`src/rtl/wb_collector_pkg.sv`:
```
// Shared types for the writeback collector: source enumeration, beat payload
// and the exception record carried alongside each result.
package wb_collector_pkg;

  localparam int XLEN          = 64;
  localparam int TRANS_ID_BITS = 3;
  localparam int NR_WB_SRC     = 5;

  typedef logic [XLEN-1:0] xlen_t;

  typedef struct packed {
    xlen_t cause;
    xlen_t tval;
    logic  valid;
  } exception_t;

  typedef enum logic [2:0] {
    WB_FLU   = 3'd0,
    WB_LOAD  = 3'd1,
    WB_STORE = 3'd2,
    WB_FPU   = 3'd3,
    WB_X     = 3'd4
  } wb_src_e;

  typedef struct packed {
    logic [TRANS_ID_BITS-1:0] trans_id;
    xlen_t                    result;
    exception_t               ex;
    logic                     we;
  } wb_entry_t;

  // Wrap a source index in 0..9 back into 0..4.
  function automatic logic [2:0] wb_src_wrap(input logic [3:0] idx);
    logic [3:0] r;
    r = (idx >= 4'd5) ? idx - 4'd5 : idx;
    return r[2:0];
  endfunction

endpackage

```
`src/rtl/wb_src_fifo.sv`:
```
// Per-source beat buffer. DEPTH must be a power of two so the pointers wrap
// naturally. The caller never pushes into a full FIFO unless it also pops,
// and never pops an empty one.
module wb_src_fifo
  import wb_collector_pkg::*;
#(
  parameter int DEPTH = 2
) (
  input  logic      clk_i,
  input  logic      rst_i,
  input  logic      flush_i,
  input  logic      push_i,
  input  wb_entry_t data_i,
  input  logic      pop_i,
  output wb_entry_t data_o,
  output logic      empty_o,
  output logic      full_o,
  output logic      almost_full_o
);

  localparam int PTR_W = $clog2(DEPTH);
  localparam int CNT_W = $clog2(DEPTH + 1);

  logic [PTR_W-1:0] wr_ptr_q, wr_ptr_d;
  logic [PTR_W-1:0] rd_ptr_q, rd_ptr_d;
  logic [CNT_W-1:0] cnt_q, cnt_d;
  wb_entry_t        mem_q [DEPTH];
  wb_entry_t        mem_d [DEPTH];

  // Next pointer/count/storage; flush empties the FIFO and ignores any push.
  always_comb begin
    wr_ptr_d = wr_ptr_q;
    rd_ptr_d = rd_ptr_q;
    cnt_d    = cnt_q;
    mem_d    = mem_q;
    if (flush_i) begin
      wr_ptr_d = '0;
      rd_ptr_d = '0;
      cnt_d    = '0;
    end else begin
      if (push_i) begin
        mem_d[wr_ptr_q] = data_i;
        wr_ptr_d        = wr_ptr_q + 1'b1;
      end
      if (pop_i) begin
        rd_ptr_d = rd_ptr_q + 1'b1;
      end
      case ({push_i, pop_i})
        2'b10:   cnt_d = cnt_q + 1'b1;
        2'b01:   cnt_d = cnt_q - 1'b1;
        default: cnt_d = cnt_q;
      endcase
    end
  end

  // Control state register.
  always_ff @(posedge clk_i) begin
    if (rst_i) begin
      wr_ptr_q <= '0;
      rd_ptr_q <= '0;
      cnt_q    <= '0;
    end else begin
      wr_ptr_q <= wr_ptr_d;
      rd_ptr_q <= rd_ptr_d;
      cnt_q    <= cnt_d;
    end
  end

  // Storage; contents are only observed while the count says they are valid.
  always_ff @(posedge clk_i) begin
    mem_q <= mem_d;
  end

  assign data_o        = mem_q[rd_ptr_q];
  assign empty_o       = (cnt_q == '0);
  assign full_o        = (cnt_q == CNT_W'(DEPTH));
  assign almost_full_o = (cnt_q >= CNT_W'(DEPTH - 1));

endmodule

```
`src/rtl/wb_collector.sv`:
```
// Writeback collector: buffers the five execute-stage producers, arbitrates
// them round-robin onto NrWbPorts scoreboard write ports and flags dropped
// beats. Optional macro WB_COLLECT_BYPASS_EN lets a beat arriving at an empty
// FIFO go straight to a write port in the same cycle.
module wb_collector
  import wb_collector_pkg::*;
#(
  parameter int NrWbPorts = 2,
  parameter int FifoDepth = 2
) (
  input  logic                                      clk_i,
  input  logic                                      rst_i,
  input  logic                                      flush_i,
  input  logic [NR_WB_SRC-1:0]                      src_valid_i,
  input  logic [NR_WB_SRC-1:0][TRANS_ID_BITS-1:0]   src_trans_id_i,
  input  xlen_t [NR_WB_SRC-1:0]                     src_result_i,
  input  exception_t [NR_WB_SRC-1:0]                src_exception_i,
  input  logic [NR_WB_SRC-1:0]                      src_we_i,
  output logic [NR_WB_SRC-1:0]                      src_almost_full_o,
  output logic [NrWbPorts-1:0]                      wb_valid_o,
  output logic [NrWbPorts-1:0][TRANS_ID_BITS-1:0]   wb_trans_id_o,
  output xlen_t [NrWbPorts-1:0]                     wb_result_o,
  output exception_t [NrWbPorts-1:0]                wb_exception_o,
  output logic [NrWbPorts-1:0]                      wb_we_o,
  output logic                                      overflow_o
);

  wb_entry_t            in_beat   [NR_WB_SRC];
  wb_entry_t            fifo_head [NR_WB_SRC];
  wb_entry_t            head      [NR_WB_SRC];
  logic [NR_WB_SRC-1:0] fifo_empty;
  logic [NR_WB_SRC-1:0] fifo_full;
  logic [NR_WB_SRC-1:0] fifo_af;
  logic [NR_WB_SRC-1:0] eligible;
  logic [NR_WB_SRC-1:0] src_granted;
  logic [NR_WB_SRC-1:0] push;
  logic [NR_WB_SRC-1:0] pop;
  logic [NR_WB_SRC-1:0] drop;
  logic [NrWbPorts-1:0] grant_vld;
  logic [2:0]           grant_src [NrWbPorts];
  logic [2:0]           rr_ptr_q, rr_ptr_d;
  logic                 overflow_q, overflow_d;

  for (genvar s = 0; s < NR_WB_SRC; s++) begin : g_fifo
    wb_src_fifo #(
      .DEPTH (FifoDepth)
    ) i_fifo (
      .clk_i         (clk_i),
      .rst_i         (rst_i),
      .flush_i       (flush_i),
      .push_i        (push[s]),
      .data_i        (in_beat[s]),
      .pop_i         (pop[s]),
      .data_o        (fifo_head[s]),
      .empty_o       (fifo_empty[s]),
      .full_o        (fifo_full[s]),
      .almost_full_o (fifo_af[s])
    );
  end

  // Per-source candidate beat and eligibility; nothing is eligible in reset or flush.
  always_comb begin
    for (int s = 0; s < NR_WB_SRC; s++) begin
      in_beat[s] = '{trans_id: src_trans_id_i[s],
                     result:   src_result_i[s],
                     ex:       src_exception_i[s],
                     we:       src_we_i[s]};
`ifdef WB_COLLECT_BYPASS_EN
      head[s]     = fifo_empty[s] ? in_beat[s] : fifo_head[s];
      eligible[s] = ~fifo_empty[s] | src_valid_i[s];
`else
      head[s]     = fifo_head[s];
      eligible[s] = ~fifo_empty[s];
`endif
    end
    if (rst_i || flush_i) begin
      eligible = '0;
    end
  end

  // Round-robin scan from rr_ptr, packing grants onto the lowest free port.
  always_comb begin
    int         n;
    logic [2:0] idx;
    n           = 0;
    idx         = '0;
    grant_vld   = '0;
    src_granted = '0;
    rr_ptr_d    = rr_ptr_q;
    for (int p = 0; p < NrWbPorts; p++) begin
      grant_src[p] = '0;
    end
    for (int k = 0; k < NR_WB_SRC; k++) begin
      idx = wb_src_wrap({1'b0, rr_ptr_q} + 4'(k));
      if (eligible[idx] && (n < NrWbPorts)) begin
        for (int p = 0; p < NrWbPorts; p++) begin
          if (n == p) begin
            grant_vld[p] = 1'b1;
            grant_src[p] = idx;
          end
        end
        src_granted[idx] = 1'b1;
        rr_ptr_d         = wb_src_wrap({1'b0, idx} + 4'd1);
        n                = n + 1;
      end
    end
  end

  // FIFO push/pop and drop detection. A granted beat on an empty FIFO was
  // bypassed, so it is not pushed.
  always_comb begin
    logic live;
    logic bypassed;
    live     = 1'b0;
    bypassed = 1'b0;
    push     = '0;
    pop      = '0;
    drop     = '0;
    for (int s = 0; s < NR_WB_SRC; s++) begin
      live     = src_valid_i[s] & ~flush_i & ~rst_i;
      bypassed = src_granted[s] & fifo_empty[s];
      pop[s]   = src_granted[s] & ~fifo_empty[s];
      push[s]  = live & ~bypassed & (~fifo_full[s] | pop[s]);
      drop[s]  = live & ~bypassed & fifo_full[s] & ~pop[s];
    end
    overflow_d = overflow_q | (|drop);
  end

  // Arbiter pointer and sticky overflow; flush leaves both alone.
  always_ff @(posedge clk_i) begin
    if (rst_i) begin
      rr_ptr_q   <= '0;
      overflow_q <= 1'b0;
    end else begin
      rr_ptr_q   <= rr_ptr_d;
      overflow_q <= overflow_d;
    end
  end

  // Drive write ports from the granted heads; idle ports are all-zero.
  always_comb begin
    wb_valid_o     = grant_vld;
    wb_trans_id_o  = '0;
    wb_result_o    = '0;
    wb_exception_o = '0;
    wb_we_o        = '0;
    for (int p = 0; p < NrWbPorts; p++) begin
      if (grant_vld[p]) begin
        wb_trans_id_o[p]  = head[grant_src[p]].trans_id;
        wb_result_o[p]    = head[grant_src[p]].result;
        wb_exception_o[p] = head[grant_src[p]].ex;
        wb_we_o[p]        = head[grant_src[p]].we;
      end
    end
  end

  assign src_almost_full_o = fifo_af;
  assign overflow_o        = overflow_q;

endmodule
```
`config.mk`:
```
export PLATFORM = sky130hd
export DESIGN_NAME = wb_collector
export DESIGN_NICKNAME = d
export VERILOG_FILES = /design/src/rtl/wb_collector_pkg.sv /design/src/rtl/wb_src_fifo.sv /design/src/rtl/wb_collector.sv
export SDC_FILE = /design/constraint.sdc
export NUM_CORES = 2
export LEC_CHECK = 0
export CORE_MARGIN = 4
export CORE_UTILIZATION = 30
export DETAILED_ROUTE_END_ITERATION = 10
export GPL_TIMING_DRIVEN = 0
export HOLD_SLACK_MARGIN = 0.02
export PLACE_DENSITY = 0.59
export SYNTH_ARGS = -nofsm -noshare
export SYNTH_HDL_FRONTEND = slang
export SYNTH_HIERARCHICAL = 1
export SYNTH_SLANG_ARGS = --single-unit
```
`constraint.sdc`:
```
create_clock -name clk_i -period 21.2 [get_ports clk_i]
set_input_delay 2.12 -clock clk_i [delete_from_list [all_inputs] [get_ports clk_i]]
set_output_delay 2.12 -clock clk_i [all_outputs]
set_load 0.1 [all_outputs]
```
==> impl_metrics.env <==
export IMPL_routed_wirelength_um=441000
export IMPL_timing_final_hold_violations=0
export IMPL_syn_inst=6137
export IMPL_antenna_found_initial=202
export IMPL_clockBufferDepth=4
export IMPL_violations="capacitance limit, slew limit"
export IMPL_avgViaCountPerCell=5.48
export IMPL_clk_insertion_delay_late_ns=0.92
export IMPL_timing_max_transition_violations_final=10
export IMPL_max_slew_margin_rel=-0.0542
export IMPL_wire_length_of_the_first_global_routing_pass_um=581000
export IMPL_cp_max_fo=23
export IMPL_detail_route_antenna_nets=0
export IMPL_globalRouteOverflowTotal=0
export IMPL_dp_hpwl_um=354000
export IMPL_std_cell_rows=206
export IMPL_critical_path_slowest_cell="sky130_fd_sc_hd__clkdlybuf4s50_1"
export IMPL_cp_data_arrival_time_ns=13.61
export IMPL_final_layout_size_suffix_gt1_frac=0.228
export IMPL_clock_sinks=1994
export IMPL_design_portCount=1395
export IMPL_place_port_buffers=1394
export IMPL_post_synth_edffs=1970
export IMPL_drv_max_cap_violation_count=2
export IMPL_detail_route_first_pass_iterations=7
export IMPL_holdPathStages=2
export IMPL_initial_utilization=0.301
export IMPL_ys_async_sr_fraction=0
export IMPL_period_utilization_post_route=0.742
export IMPL_number_of_warnings_printed_during_yosys_synthesis=6
export IMPL_cts_setup_buffers=0
export IMPL_tritoncts="yes"
export IMPL_dominantRegCellSynth="sky130_fd_sc_hd__edfxtp_1"
export IMPL_nFillCells=29100
export IMPL_r2r_worst_path_cells=30
export IMPL_finClkSkew_ns=0.0721
export IMPL_critical_path_class="in -> out"
export IMPL_floorplan_die_area_um2=325000
export IMPL_cts_hold_buffers=0
export IMPL_core_area_um2=315000
export IMPL_hp_class="reg -> reg"
export IMPL_post_route_util=0.397
export IMPL_unrepaired_setup_endpoints_after_global_routing="no"
export IMPL_layout_cells_most_common_list="sky130_fd_sc_hd__edfxtp_1 (1970), sky130_fd_sc_hd__clkdlybuf4s50_1 (1388), sky130_fd_sc_hd__o211ai_1 (796), sky130_fd_sc_hd__mux2_4 (505), sky130_fd_sc_hd__mux2_2 (482)"
export IMPL_synth_sequential_area_ratio=0.628
export IMPL_clock_slew_at_reported_path_ffs_ns=0.06
export IMPL_remaining_drc_errors=0
export IMPL_distinct_cell_type_count_of_the_synthesized_netlist=87
export IMPL_cp_cell_sequence="clkdlybuf4s50_1, clkbuf_1, nor2_1, nand2_1, mux2i_1, o211ai_2, clkinv_1, ha_1, or3_1, a21oi_1, nand3_1, o21ai_0, nor2_1, maj3_1, ha_1, nor4_1, o21a_1, buf_2, a221oi_1, a21oi_2, clkbuf_2, buf_2, a32o_1, clkdlybuf4s50_1"
export IMPL_final_net_count=9005
export IMPL_worstMarginPinSlew_ns=1.58
export IMPL_critPathCaptureType="output port"
export IMPL_syn_cell_area_um2=94900
export IMPL_detailedRoute_firstIterationViolations=8213
export IMPL_synthesized_area_per_cell_um2=15.5
export IMPL_detailed_route_wire_length_per_cell_um=35.4
export IMPL_run_status="finished with violations"
export IMPL_gpl_final_weighted_congestion=0.960
export IMPL_first_global_vias=67900
export IMPL_grt_use_total=0.260
export IMPL_timing_hold_ws_ns=0.545
export IMPL_maximum_number_of_pins_on_one_net_before_global_route_repair=32
export IMPL_totalNegativeSetupSlack_ns=0
export IMPL_cts_buffers=224
export IMPL_die_w_um=571
export IMPL_timing_final_setup_violations=0
export IMPL_postSynthNetCount=7172
export IMPL_crit_path_max_incr_delay_ns=1.27
export IMPL_yosys_register_bits=1994
export IMPL_vias=68200
export IMPL_timing_critical_path_from_type="input pin"
export IMPL_final_min_clock_period_ns=15.73
export IMPL_root_buffer_master="sky130_fd_sc_hd__clkbuf_16"
export IMPL_fp_dieH_um=571
export IMPL_htree_num_levels=4
export IMPL_syn_to_final_growth_pct=31.8
export IMPL_fmax_mhz=63.6
export IMPL_timing_critical_path_required_ns=19.08
export IMPL_post_cts_resize_count=0
export IMPL_mostFrequentLayoutCell="sky130_fd_sc_hd__edfxtp_1"
==> worst paths after layout <==
check | end | slack [ns] | start
hold / removal | g_fifo[0].i_fifo/cnt_q[1] | 0.55 | g_fifo[0].i_fifo/cnt_q[1]
hold reg to reg | g_fifo[0].i_fifo/cnt_q[1] | 0.55 | g_fifo[0].i_fifo/cnt_q[1]
setup / recovery | wb_result_o[2] | 5.47 | rst_i
setup reg to reg | g_fifo[0].i_fifo/mem_q[283] | 11.03 | rr_ptr_q[0]
==> flip-flops by register name (all words and copies together), names as in the netlist <==
| register | cells |
|---|---|
| g_fifo.i_fifo/wr_ptr_q | 5 |
| g_fifo.i_fifo/mem_q | 1970 |
| rr_ptr_q | 3 |
| overflow_o | 1 |
| g_fifo.i_fifo/rd_ptr_q | 5 |
| g_fifo.i_fifo/cnt_q | 10 |
==> cell families (layout without fill, tap and decap cells) <==
| family | Yosys count | in the layout | share of synthesized area |
|---|---|---|---|
| compound gates | 1327 | 1327 | 0.113 |
| xor+xnor | 33 | 33 | 0.00304 |
| fa+ha+maj | 43 | 43 | 0.00572 |
| buf+inv | 972 | 2993 | 0.0496 |
| flops | 1994 | 1994 | 0.628 |
| mux | 1397 | 1397 | 0.181 |
| other cells | 0 | 132 | 0 |
| simple gates | 371 | 371 | 0.0202 |
==> worst max-delay path, delay by kind of cell <==
family / cells / cell delay [ns]
and+or+nand+nor: 6 / 1.89
buffers and inverters: 7 / 4.67
adders and majority gates: 3 / 1.15
AOI/OAI and AO/OA: 7 / 3.40
muxes: 1 / 0.17
==> per-stage QoR <==
step	instances	worst slack (ns)	instance area, µm²
after detailed placement	11900	5.48	117000
final	12500	5.47	125000
after global routing	12400	4.98	125000
after global placement	11700	-18.08	114000
after floorplan	6137	0.263	95000
after CTS	12300	5.41	125000
==> layer usage <==
| metal | global-route usage | wire length, µm | up-vias |
|---|---|---|---|
| met3 | 0.0596 | 37600 | 910 |
| met5 | 0 | 562 | - |
| li1 | - | - | 28400 |
| met1 | 0.317 | 170000 | 34800 |
| met2 | 0.415 | 204000 | 3951 |
| met4 | 0.163 | 29400 | 86 |
==> Yosys cell counts (13+ instances only) <==
| master | n | area share |
|---|---|---|
| sky130_fd_sc_hd__o211ai_1 | 796 | 0.063 |
| sky130_fd_sc_hd__nor2_1 | 27 | 0.0011 |
| sky130_fd_sc_hd__edfxtp_1 | 1970 | 0.62 |
| sky130_fd_sc_hd__mux2i_1 | 408 | 0.043 |
| sky130_fd_sc_hd__nand3_1 | 205 | 0.011 |
| sky130_fd_sc_hd__nand2_1 | 40 | 0.0016 |
| sky130_fd_sc_hd__clkbuf_1 | 233 | 0.0092 |
| sky130_fd_sc_hd__ha_1 | 41 | 0.0054 |
| sky130_fd_sc_hd__buf_2 | 156 | 0.0082 |
| sky130_fd_sc_hd__xnor2_1 | 24 | 0.0022 |
| sky130_fd_sc_hd__a32o_1 | 197 | 0.021 |
| sky130_fd_sc_hd__dfxtp_1 | 24 | 0.0051 |
| sky130_fd_sc_hd__o21ai_0 | 18 | 0.00095 |
| sky130_fd_sc_hd__buf_4 | 16 | 0.0013 |
| sky130_fd_sc_hd__inv_1 | 446 | 0.018 |
| sky130_fd_sc_hd__buf_6 | 107 | 0.013 |
| sky130_fd_sc_hd__mux2_4 | 505 | 0.080 |
| sky130_fd_sc_hd__a21oi_1 | 21 | 0.0011 |
| sky130_fd_sc_hd__nor3_1 | 36 | 0.0019 |
| sky130_fd_sc_hd__a211oi_1 | 13 | 0.0010 |
| sky130_fd_sc_hd__mux2_2 | 482 | 0.057 |
| sky130_fd_sc_hd__o221ai_1 | 199 | 0.018 |
==> area by class of cell <==
type                            count  area (µm²)  share of cell area
Tap cell                         4160        5200              0.0416
Buffer                            520        3030              0.0242
Clock inverter                    143        1690              0.0135
Inverter                          452        1700              0.0136
Clock buffer                      271        5900              0.0471
Timing Repair Buffer             1607       17000               0.136
Multi-Input combinational cell   3171       30700               0.245
Antenna cell                      132         330             0.00264
Sequential cell                  1994       59600               0.477
Power is left out: the tool's default activity adds up to more than one toggle a clock period on the data nets, which glitch-free logic cannot reach.
